<file path="src/rtl/ascon_serial_host.sv">
// ascon_serial_host -- initiator side of the bit-serial Ascon pin interface.
//
// Takes one parallel job (key, nonce, AD, data, direction, expected tag) on a
// valid/ready command port, shifts the four operands out MSB first one bit
// per cycle, pulses start, waits for the core's ready, then deserialises the
// returned data and tag into a parallel response held until rsp_ready.
//
// Optional feature macro: ASCON_HOST_TIMEOUT_EN -- WAIT watchdog of
// TIMEOUT_CYCLES cycles. When it fires, DONE is entered with rsp_timeout=1
// and zeroed data/tag. Without the macro, WAIT blocks indefinitely and
// rsp_timeout is tied low.
//
// Ports:
//   clk, rst                    clock, async active-low reset
//   cmd_valid/cmd_ready         job handshake (ready only in IDLE)
//   cmd_key/nonce/ad/data       W-bit operands, captured at accept
//   cmd_decrypt, cmd_exp_tag    direction, expected tag for decrypt
//   rsp_valid/rsp_ready         response handshake
//   rsp_data, rsp_tag           deserialised results
//   rsp_tag_ok, rsp_timeout     tag check result, watchdog flag
//   keyxSO..input_dataxSO       serial operand streams to the core
//   ascon_startxSO, decryptxSO  start pulse, held direction
//   output_dataxSI, tagxSI,     serial results and ready from the core
//   ascon_readyxSI

// One serial lane: parallel load, or shift left with a serial bit at the LSB.
module ascon_host_shreg #(
  parameter int W = 128
) (
  input  logic         clk,
  input  logic         rst,
  input  logic         ld,
  input  logic [W-1:0] ld_val,
  input  logic         sh,
  input  logic         sin,
  output logic [W-1:0] q
);
  always_ff @(posedge clk or negedge rst) begin
    if (!rst)    q <= '0;
    else if (ld) q <= ld_val;
    else if (sh) q <= {q[W-2:0], sin};
  end
endmodule

module ascon_serial_host #(
  parameter int W              = 128,
  parameter int TIMEOUT_CYCLES = 4096
) (
  input  logic         clk,
  input  logic         rst,
  input  logic         cmd_valid,
  output logic         cmd_ready,
  input  logic [W-1:0] cmd_key,
  input  logic [W-1:0] cmd_nonce,
  input  logic [W-1:0] cmd_ad,
  input  logic [W-1:0] cmd_data,
  input  logic         cmd_decrypt,
  input  logic [W-1:0] cmd_exp_tag,
  output logic         rsp_valid,
  input  logic         rsp_ready,
  output logic [W-1:0] rsp_data,
  output logic [W-1:0] rsp_tag,
  output logic         rsp_tag_ok,
  output logic         rsp_timeout,
  output logic         keyxSO,
  output logic         noncexSO,
  output logic         associated_dataxSO,
  output logic         input_dataxSO,
  output logic         ascon_startxSO,
  output logic         decryptxSO,
  input  logic         output_dataxSI,
  input  logic         tagxSI,
  input  logic         ascon_readyxSI
);
  localparam int NS = 4;                 // operand streams
  localparam int NR = 2;                 // result streams
  localparam int CW = $clog2(W + 1);
  localparam logic [CW-1:0] LAST_LOAD = CW'(W - 1);
  localparam logic [CW-1:0] LAST_CAP  = CW'(W - 2);

  typedef enum logic [2:0] {
    S_IDLE, S_LOAD, S_START, S_WAIT, S_CAPTURE, S_DONE
  } state_t;

  state_t          state, state_nx;
  logic [CW-1:0]   cnt;
  logic            dec_q;
  logic [W-1:0]    exp_tag_q;
  logic            tag_ok_q;
  logic            accept, in_load, cap_en, cap_last, tmo_fire;
  logic [W-1:0]    tag_nx;

  logic [NS-1:0][W-1:0] op_par, op_q;
  logic [NR-1:0][W-1:0] res_q;
  logic [NR-1:0]        res_sin;

  assign accept   = (state == S_IDLE) && cmd_valid;
  assign in_load  = (state == S_LOAD);
  // First result bit is taken on the WAIT edge that sees ready.
  assign cap_en   = ((state == S_WAIT) && ascon_readyxSI) || (state == S_CAPTURE);
  assign cap_last = (state == S_CAPTURE) && (cnt == LAST_CAP);
  assign tag_nx   = {res_q[1][W-2:0], tagxSI};

  assign op_par  = {cmd_data, cmd_ad, cmd_nonce, cmd_key};
  assign res_sin = {tagxSI, output_dataxSI};

  // Operand lanes: loaded at accept, shifted out during LOAD.
  for (genvar i = 0; i < NS; i++) begin : g_op
    ascon_host_shreg #(.W(W)) u_lane (
      .clk(clk), .rst(rst), .ld(accept), .ld_val(op_par[i]),
      .sh(in_load), .sin(1'b0), .q(op_q[i])
    );
  end

  // Result lanes double as the response registers; a watchdog clears them.
  for (genvar i = 0; i < NR; i++) begin : g_res
    ascon_host_shreg #(.W(W)) u_lane (
      .clk(clk), .rst(rst), .ld(tmo_fire), .ld_val('0),
      .sh(cap_en), .sin(res_sin[i]), .q(res_q[i])
    );
  end

  // State register
  always_ff @(posedge clk or negedge rst) begin
    if (!rst) state <= S_IDLE;
    else      state <= state_nx;
  end

  // Next state
  always_comb begin
    state_nx = state;
    unique case (state)
      S_IDLE:    if (cmd_valid)          state_nx = S_LOAD;
      S_LOAD:    if (cnt == LAST_LOAD)   state_nx = S_START;
      S_START:                           state_nx = S_WAIT;
      S_WAIT:    if (ascon_readyxSI)     state_nx = S_CAPTURE;
                 else if (tmo_fire)      state_nx = S_DONE;
      S_CAPTURE: if (cnt == LAST_CAP)    state_nx = S_DONE;
      S_DONE:    if (rsp_ready)          state_nx = S_IDLE;
      default:                           state_nx = S_IDLE;
    endcase
  end

  // Bit counter, reused for LOAD and CAPTURE; transitions are exact so it
  // never needs to saturate.
  always_ff @(posedge clk or negedge rst) begin
    if (!rst) cnt <= '0;
    else begin
      unique case (state)
        S_LOAD:    cnt <= (cnt == LAST_LOAD) ? '0 : cnt + CW'(1);
        S_CAPTURE: cnt <= cnt + CW'(1);
        default:   cnt <= '0;
      endcase
    end
  end

  // Job context and tag verdict
  always_ff @(posedge clk or negedge rst) begin
    if (!rst) begin
      dec_q     <= 1'b0;
      exp_tag_q <= '0;
      tag_ok_q  <= 1'b0;
    end else begin
      if (accept) begin
        dec_q     <= cmd_decrypt;
        exp_tag_q <= cmd_exp_tag;
      end
      if (cap_last)      tag_ok_q <= !dec_q || (tag_nx == exp_tag_q);
      else if (tmo_fire) tag_ok_q <= 1'b0;
    end
  end

`ifdef ASCON_HOST_TIMEOUT_EN
  localparam int TW = $clog2(TIMEOUT_CYCLES + 1);
  logic [TW-1:0] tmo_cnt;
  logic          tmo_q;

  // Counts WAIT cycles without ready; fires on the last allowed one.
  assign tmo_fire = (state == S_WAIT) && !ascon_readyxSI &&
                    (tmo_cnt == TW'(TIMEOUT_CYCLES - 1));

  always_ff @(posedge clk or negedge rst) begin
    if (!rst) begin
      tmo_cnt <= '0;
      tmo_q   <= 1'b0;
    end else begin
      if ((state == S_WAIT) && !ascon_readyxSI) tmo_cnt <= tmo_cnt + TW'(1);
      else                                      tmo_cnt <= '0;
      if (accept)        tmo_q <= 1'b0;
      else if (tmo_fire) tmo_q <= 1'b1;
    end
  end
  assign rsp_timeout = tmo_q;
`else
  assign tmo_fire    = 1'b0;
  assign rsp_timeout = 1'b0;
`endif

  // Outputs
  assign cmd_ready          = (state == S_IDLE);
  assign rsp_valid          = (state == S_DONE);
  assign rsp_data           = res_q[0];
  assign rsp_tag            = res_q[1];
  assign rsp_tag_ok         = tag_ok_q;
  assign keyxSO             = in_load & op_q[0][W-1];
  assign noncexSO           = in_load & op_q[1][W-1];
  assign associated_dataxSO = in_load & op_q[2][W-1];
  assign input_dataxSO      = in_load & op_q[3][W-1];
  assign ascon_startxSO     = (state == S_START);
  assign decryptxSO         = (state != S_IDLE) & dec_q;

endmodule

</file>
<file path="config.mk">
export PLATFORM = sky130hd
export DESIGN_NAME = ascon_serial_host
export DESIGN_NICKNAME = d
export VERILOG_FILES = /design/src/rtl/ascon_serial_host.sv
export SDC_FILE = /design/constraint.sdc
export NUM_CORES = 2
export LEC_CHECK = 0
export CAP_MARGIN = 20
export CORE_AREA = 10 10 352 354
export DETAILED_ROUTE_END_ITERATION = 8
export DIE_AREA = 0 0 362 364
export PLACE_DENSITY_LB_ADDON = 0.08
export SYNTH_ARGS = -nofsm -noshare
export SYNTH_HDL_FRONTEND = slang
export SYNTH_SLANG_ARGS = --single-unit
</file>
<file path="constraint.sdc">
create_clock -name clk -period 1.75 [get_ports clk]
set_clock_uncertainty 0.1 [all_clocks]
set_input_delay 0.35 -clock clk [delete_from_list [all_inputs] [get_ports clk]]
set_output_delay 0.35 -clock clk [all_outputs]
set_load 0.02 [all_outputs]
</file>
---- After elaboration in Yosys (flattened, before gate mapping) ----
Cells that the tools add are included.
operators by class
  add/sub/neg operators ................... 1
  multipliers ............................. 0
  div/mod/pow operators ................... 0
  order comparisons ....................... 0
  eq/ne operators ......................... 13
  shift operators ......................... 0
  muxes and demuxes ....................... 16
  bitwise logic cells ..................... 5
  reductions and logical operators ........ 10
operator list
  cell                                                              number
  128-bit two-way mux                                               8
  128-bit == test                                                   1
  3-bit one-hot mux with 6 select lines                             1
  8-bit by 7-bit == test with 1-bit output (second input constant)  2
  8-bit one-hot mux with 2 select lines                             1
  3-bit two-way mux                                                 5
  8-bit by 1-bit adder with 8-bit output (second input constant)    1
  8-bit two-way mux                                                 1
  3-bit by 2-bit == test with 1-bit output (second input constant)  2
  3-bit == test (second input constant)                             2
  2-bit by 1-bit != test with 1-bit output (second input constant)  3
  1-bit AND                                                         5
  5-bit AND reduction                                               1
  2-bit != test (second input constant)                             2
  3-bit by 1-bit == test with 1-bit output (second input constant)  1
  1-bit logical AND                                                 3
  3-bit logical NOT                                                 1
  3-bit nonzero test                                                1
  1-bit logical OR                                                  2
  2-bit nonzero test                                                1
  1-bit logical NOT                                                 1
word-level totals
  flip-flop bits (word level) ............. 909
  bits in latches ......................... 0
  memory bits (writable) .................. 0
  bits in read-only memories .............. 0
  bits of input ports ..................... 648
  output and inout bits ................... 266
  logic and storage cells ................. 56
  memories ................................ 0

---- Logic depth before layout (Yosys ltp) ----
  depth after elaboration ................. 3
  depth in mapped cells ................... 8
  gate-level depth less buffers ........... 6

---- Modules after synthesis ----
From an unflattened synthesis, not the netlist that was laid out.
unflattened totals
  cells, all modules ...................... 3844
  area, all modules ....................... 43086.3 µm²
modules (own cells, without submodules)
  module             instances  cells each  area each (µm²)
  ascon_host_shreg   6          554         5947.0
  ascon_serial_host  1          520         7404.6

---- Worst setup path before layout ----
No wires, ideal clock.
  path kind ............................... register to register
  start ................................... register state[1]
  end ..................................... register g_op[3].u_lane.q[104]
  data arrival time ....................... 1.623 ns
  required time ........................... 1.568 ns
  setup slack ............................. -0.055 ns
  cell stages (with the launch flop) ...... 9
  buffers on the path ..................... 4
  period minus slack after synthesis ...... 1.805 ns
  cells stage by stage .................... dfrtp_1 > buf_4 > nor3_4 > and2_1 > buf_6 > buf_12 > clkbuf_4 > nand2_1 > a31oi_1
on the way
  cells in the longest elaborated chain, start to end .. 3
ends and longest elaborated chain
  element                                                    line  text
  from (decl)                                                85    state_t state, state_nx;
  from (signal assigned)                                     126   else state <= state_nx;
  3-bit logical NOT (*)                                      n/a
  via cmd_ready                                              52    output logic cmd_ready,
  1-bit logical AND (*)                                      97    assign accept = (state == S_IDLE) && cmd_valid;
  128-bit two-way mux or 2-bit nonzero test (tied branches)  n/a
  to (signal assigned)                                       40    else if (ld) q <= ld_val;
  to (signal assigned)                                       41    else if (sh) q <= {q[W-2:0], sin};
  to (decl)                                                  36    output logic [W-1:0] q
Mark *: on every way through the listed nets, which the timed path passes. The rest lies on a longest branch.
A chain may end at the register's enable or synchronous reset.

---- Final worst setup path ----
  start ................................... register state[2]
  end ..................................... output cmd_ready
on the way
  cells in the longest elaborated chain, start to end .. 1
ends and longest elaborated chain
  element            line  text
  3-bit logical NOT  200   assign cmd_ready = (state == S_IDLE);
  to (decl)          52
Every way passes these cells.

==> results_dict.tcl <==
set metrics [dict create \
    die_area_sq_um 131800 \
    crit_type "reg -> out" \
    final_common_cell "nand2_1" \
    io_buffers 912 \
    path_depth 5 \
    wl_per_cell_um 22.36 \
    hp-class "in -> reg" \
    fp.dieH_um 364 \
    fp-row-count 126 \
    avgSynthCellArea_sq_um 9.603 \
    antenna_found_initial 49 \
    ant_nets 0 \
    clkTransAtPathRegs_ps 60 \
    rsz0062_at_grt "true" \
    utilization_pct 51.84 \
    drt_wl_total_um 159100 \
    slew_viol_final 0 \
    cts.sinks 909 \
    maxCapViolCount 0 \
    regToRegStartpoint "state[2]$_DFFE_PN0P_" \
    setup_viol 1041 \
    drc 0 \
    met1_length_um 66450 \
    cts-root-buf "clkbuf_16" \
    startpoint "state[2]$_DFFE_PN0P_" \
    relSlewSlack_pct 52.01 \
    cp.arrival_ps 1800 \
    fin_tns_setup_ps -275780 \
    synth_cells 4122 \
    synth_fp_nets 4772 \
    crit_chain "buf_6 -> nor3_4 -> buf_6 -> buf_6 -> buf_6" \
    power_leakage_nw 29.00 \
    hp-start "cmd_exp_tag[14]" \
    cp.required_ps 1300 \
    end_kind "primary output" \
    gr-total-overflow 0 \
    nFillCells 10810 \
    pwr-share-seq_pct 33.6 \
    fin_crit_sh_pct 128.7 \
    initial_core_util_pct 33.79 \
    drt_iter0_markers 2376 \
    grt_max_degree 60 \
    ys_seq_area_share_pct 57.46 \
    gr-usage-all-layers_pct 23.37 \
    synth_seq_cells 909 \
    coreArea_sq_um 117100 \
    stdcell_area_sq_um 60720 \
    rrSetupSlack_ps -480 \
    p_switching_mw 36.61 \
    clk_latency_ps 700 \
    whs_ps 87.14 \
    endpoint "cmd_ready" \
    io_pins 914 \
    status "finished, violations left" \
    synth_area_sq_um 39590 \
    drtPass1Iterations 6 \
    critPathLaunchType "flop" \
    met2_length_um 75460 \
    peakVddDrop_mv 0.9417 \
    final_cell_mix "nand2_1, dfrtp_1, clkdlybuf4s50_1" \
    gp_congestion 0.8447 \
    post-place-ws_ps -979.4 \
    min_period_ps 2252 \
    r2r-end "g_op[3].u_lane.q[85]$_DFFE_PN0P_" \
    ys.flop_type "dfrtp_1" \
    htree_levels 3 \
    nNetsFinal 6123 \
    async_flop_share_pct 100.0 \
    cp_top_family "buffers and inverters" \
    hold_viol 0 \
    combPwrFrac_pct 42.8 \
    synth-warning-count 0 \
    vias 34759 \
    worst_pin_slew_ps 717.4 \
    violations "negative setup slack" \
    cpMostUsedCell "buf_6" \
    layout-drive-gt1-share_pct 22.02 \
    reg2reg_depth 10 \
    viasPerCell 4.884 \
    crit_slowest_cell "dfrtp_2" \
    dpl.hpwl_um 116400 \
    cts_tree "done" \
    grt_pass1_wl_um 232300 \
    p_per_area_nw_per_um2 1632 \
    die_w_um 362 \
    top_layer_used "met5" \
    fmax_mhz 444.0 \
    intPower_mw 62.51 \
    critPathMaxFanout 3 \
    wl_met3_um 10550 \
    path_buf_inv 4 \
    synth.distinct_cells 40 \
    clockBufferDepth 3 \
    grt_pass1_vias 35631 \
    power_frac_clock_pct 23.6 \
    layout_setup_ws_ps -502.1 \
    cpPeakStageDelay_ps 440 \
    swShare_pct 36.94 \
    dpl_cell_area_sq_um 53000 \
    cts_buffers 106 \
    area_growth_pct 53.39 \
    synth_edf_count 0 \
]
[flip-flops by register name, indices dropped and copies added (netlist names)]
signal	count
g_op.u_lane.q	512
rsp_tag_ok	1
dec_q	1
g_res.u_lane.q	256
exp_tag_q	128
cnt	8
state	3
[power by group through the flow]
stage | clock, mW | sequential, mW | combinational [mW]
after global routing | 24.8 | 34.3 | 47.2
after detailed placement | 0 | 33.6 | 37.3
final | 23.3 | 33.3 | 42.5
after global placement | 0 | 33.4 | 36.9
after floorplan | 0 | 32.7 | 24.5
after CTS | 23.9 | 33.3 | 42.0
[cells by family after synthesis]
group | count (synthesis) | share of synthesized area (%)
AO/OA/AOI/OAI | 518 | 8.196
other | 1 | 0.009473
AND/OR/NAND/NOR | 2012 | 19.54
XOR/XNOR | 134 | 2.965
flip-flops | 909 | 57.46
multiplexers | 256 | 7.282
buffers and inverters | 290 | 4.479
adder cells (fa/ha/maj) | 2 | 0.06321
[worst min path at each step]
stage / depth (start not counted) / slack [ps] / to
floorplan: 0 / -50 / cnt[0]$_DFF_PN0_
finish: 3 / 90 / exp_tag_q[14]$_DFFE_PN0P_
global route: 3 / 70 / exp_tag_q[103]$_DFFE_PN0P_
CTS: 3 / 30 / exp_tag_q[27]$_DFFE_PN0P_
detailed placement: 1 / 130 / g_op[0].u_lane.q[57]$_DFFE_PN0P_
global placement: 1 / 120 / g_op[0].u_lane.q[56]$_DFFE_PN0P_
[synth_stat cells (all sizes together) (3+ instances only)]
cell    count  area share [%]
nand2    1422              13
dfrtp     909              57
nor2      521             4.9
a31oi     509             8.0
mux2      256             7.3
buf       233             3.9
xor2      131             2.9
clkbuf     55            0.57
nor4       34            0.54
nand4       9            0.14
nand3       8            0.10
and2        5           0.079
and3        4           0.063
o21ai       3           0.038
xnor2       3           0.066
[worst min-delay path: cells and delay by family]
family        cells  cell delay, ps
buf+inv           1             400
simple gates      2             100
[layer usage]
layer,vias to the layer above,track usage [%]
met5,-,0
met4,38,10.56
met3,259,5.990
met2,1046,37.81
met1,16967,29.30
li1,16449,-
[repair_timing]
item                       4_1_cts  5_1_grt
hold endpoints to repair       753        0
hold buffers                     2        0
pin swaps                       49       58
setup buffers                  189       14
cloned                          37        4
setup endpoints to repair     1166     1088
gates resized for setup       1663       83
[cell type report]
cell class / count / area [sq um] / share of cell area, %
Sequential cell: 909 / 22750 / 37.47
Timing Repair Buffer: 1530 / 16930 / 27.88
Multi-Input combinational cell: 2924 / 15360 / 25.29
Clock buffer: 154 / 3153 / 5.193
Tap cell: 1536 / 1922 / 3.165
Clock inverter: 35 / 530.5 / 0.8737
Antenna cell: 27 / 67.56 / 0.1113
Inverter: 2 / 10.01 / 0.01648
[through the flow]
step / instances / total power, mW
finish: 7117 / 99.12
detailed placement: 6665 / 70.87
global placement: 6665 / 70.27
floorplan: 4122 / 57.23
CTS: 7073 / 99.19
global route: 7113 / 106.2
Power figures use the tool's default switching activity.
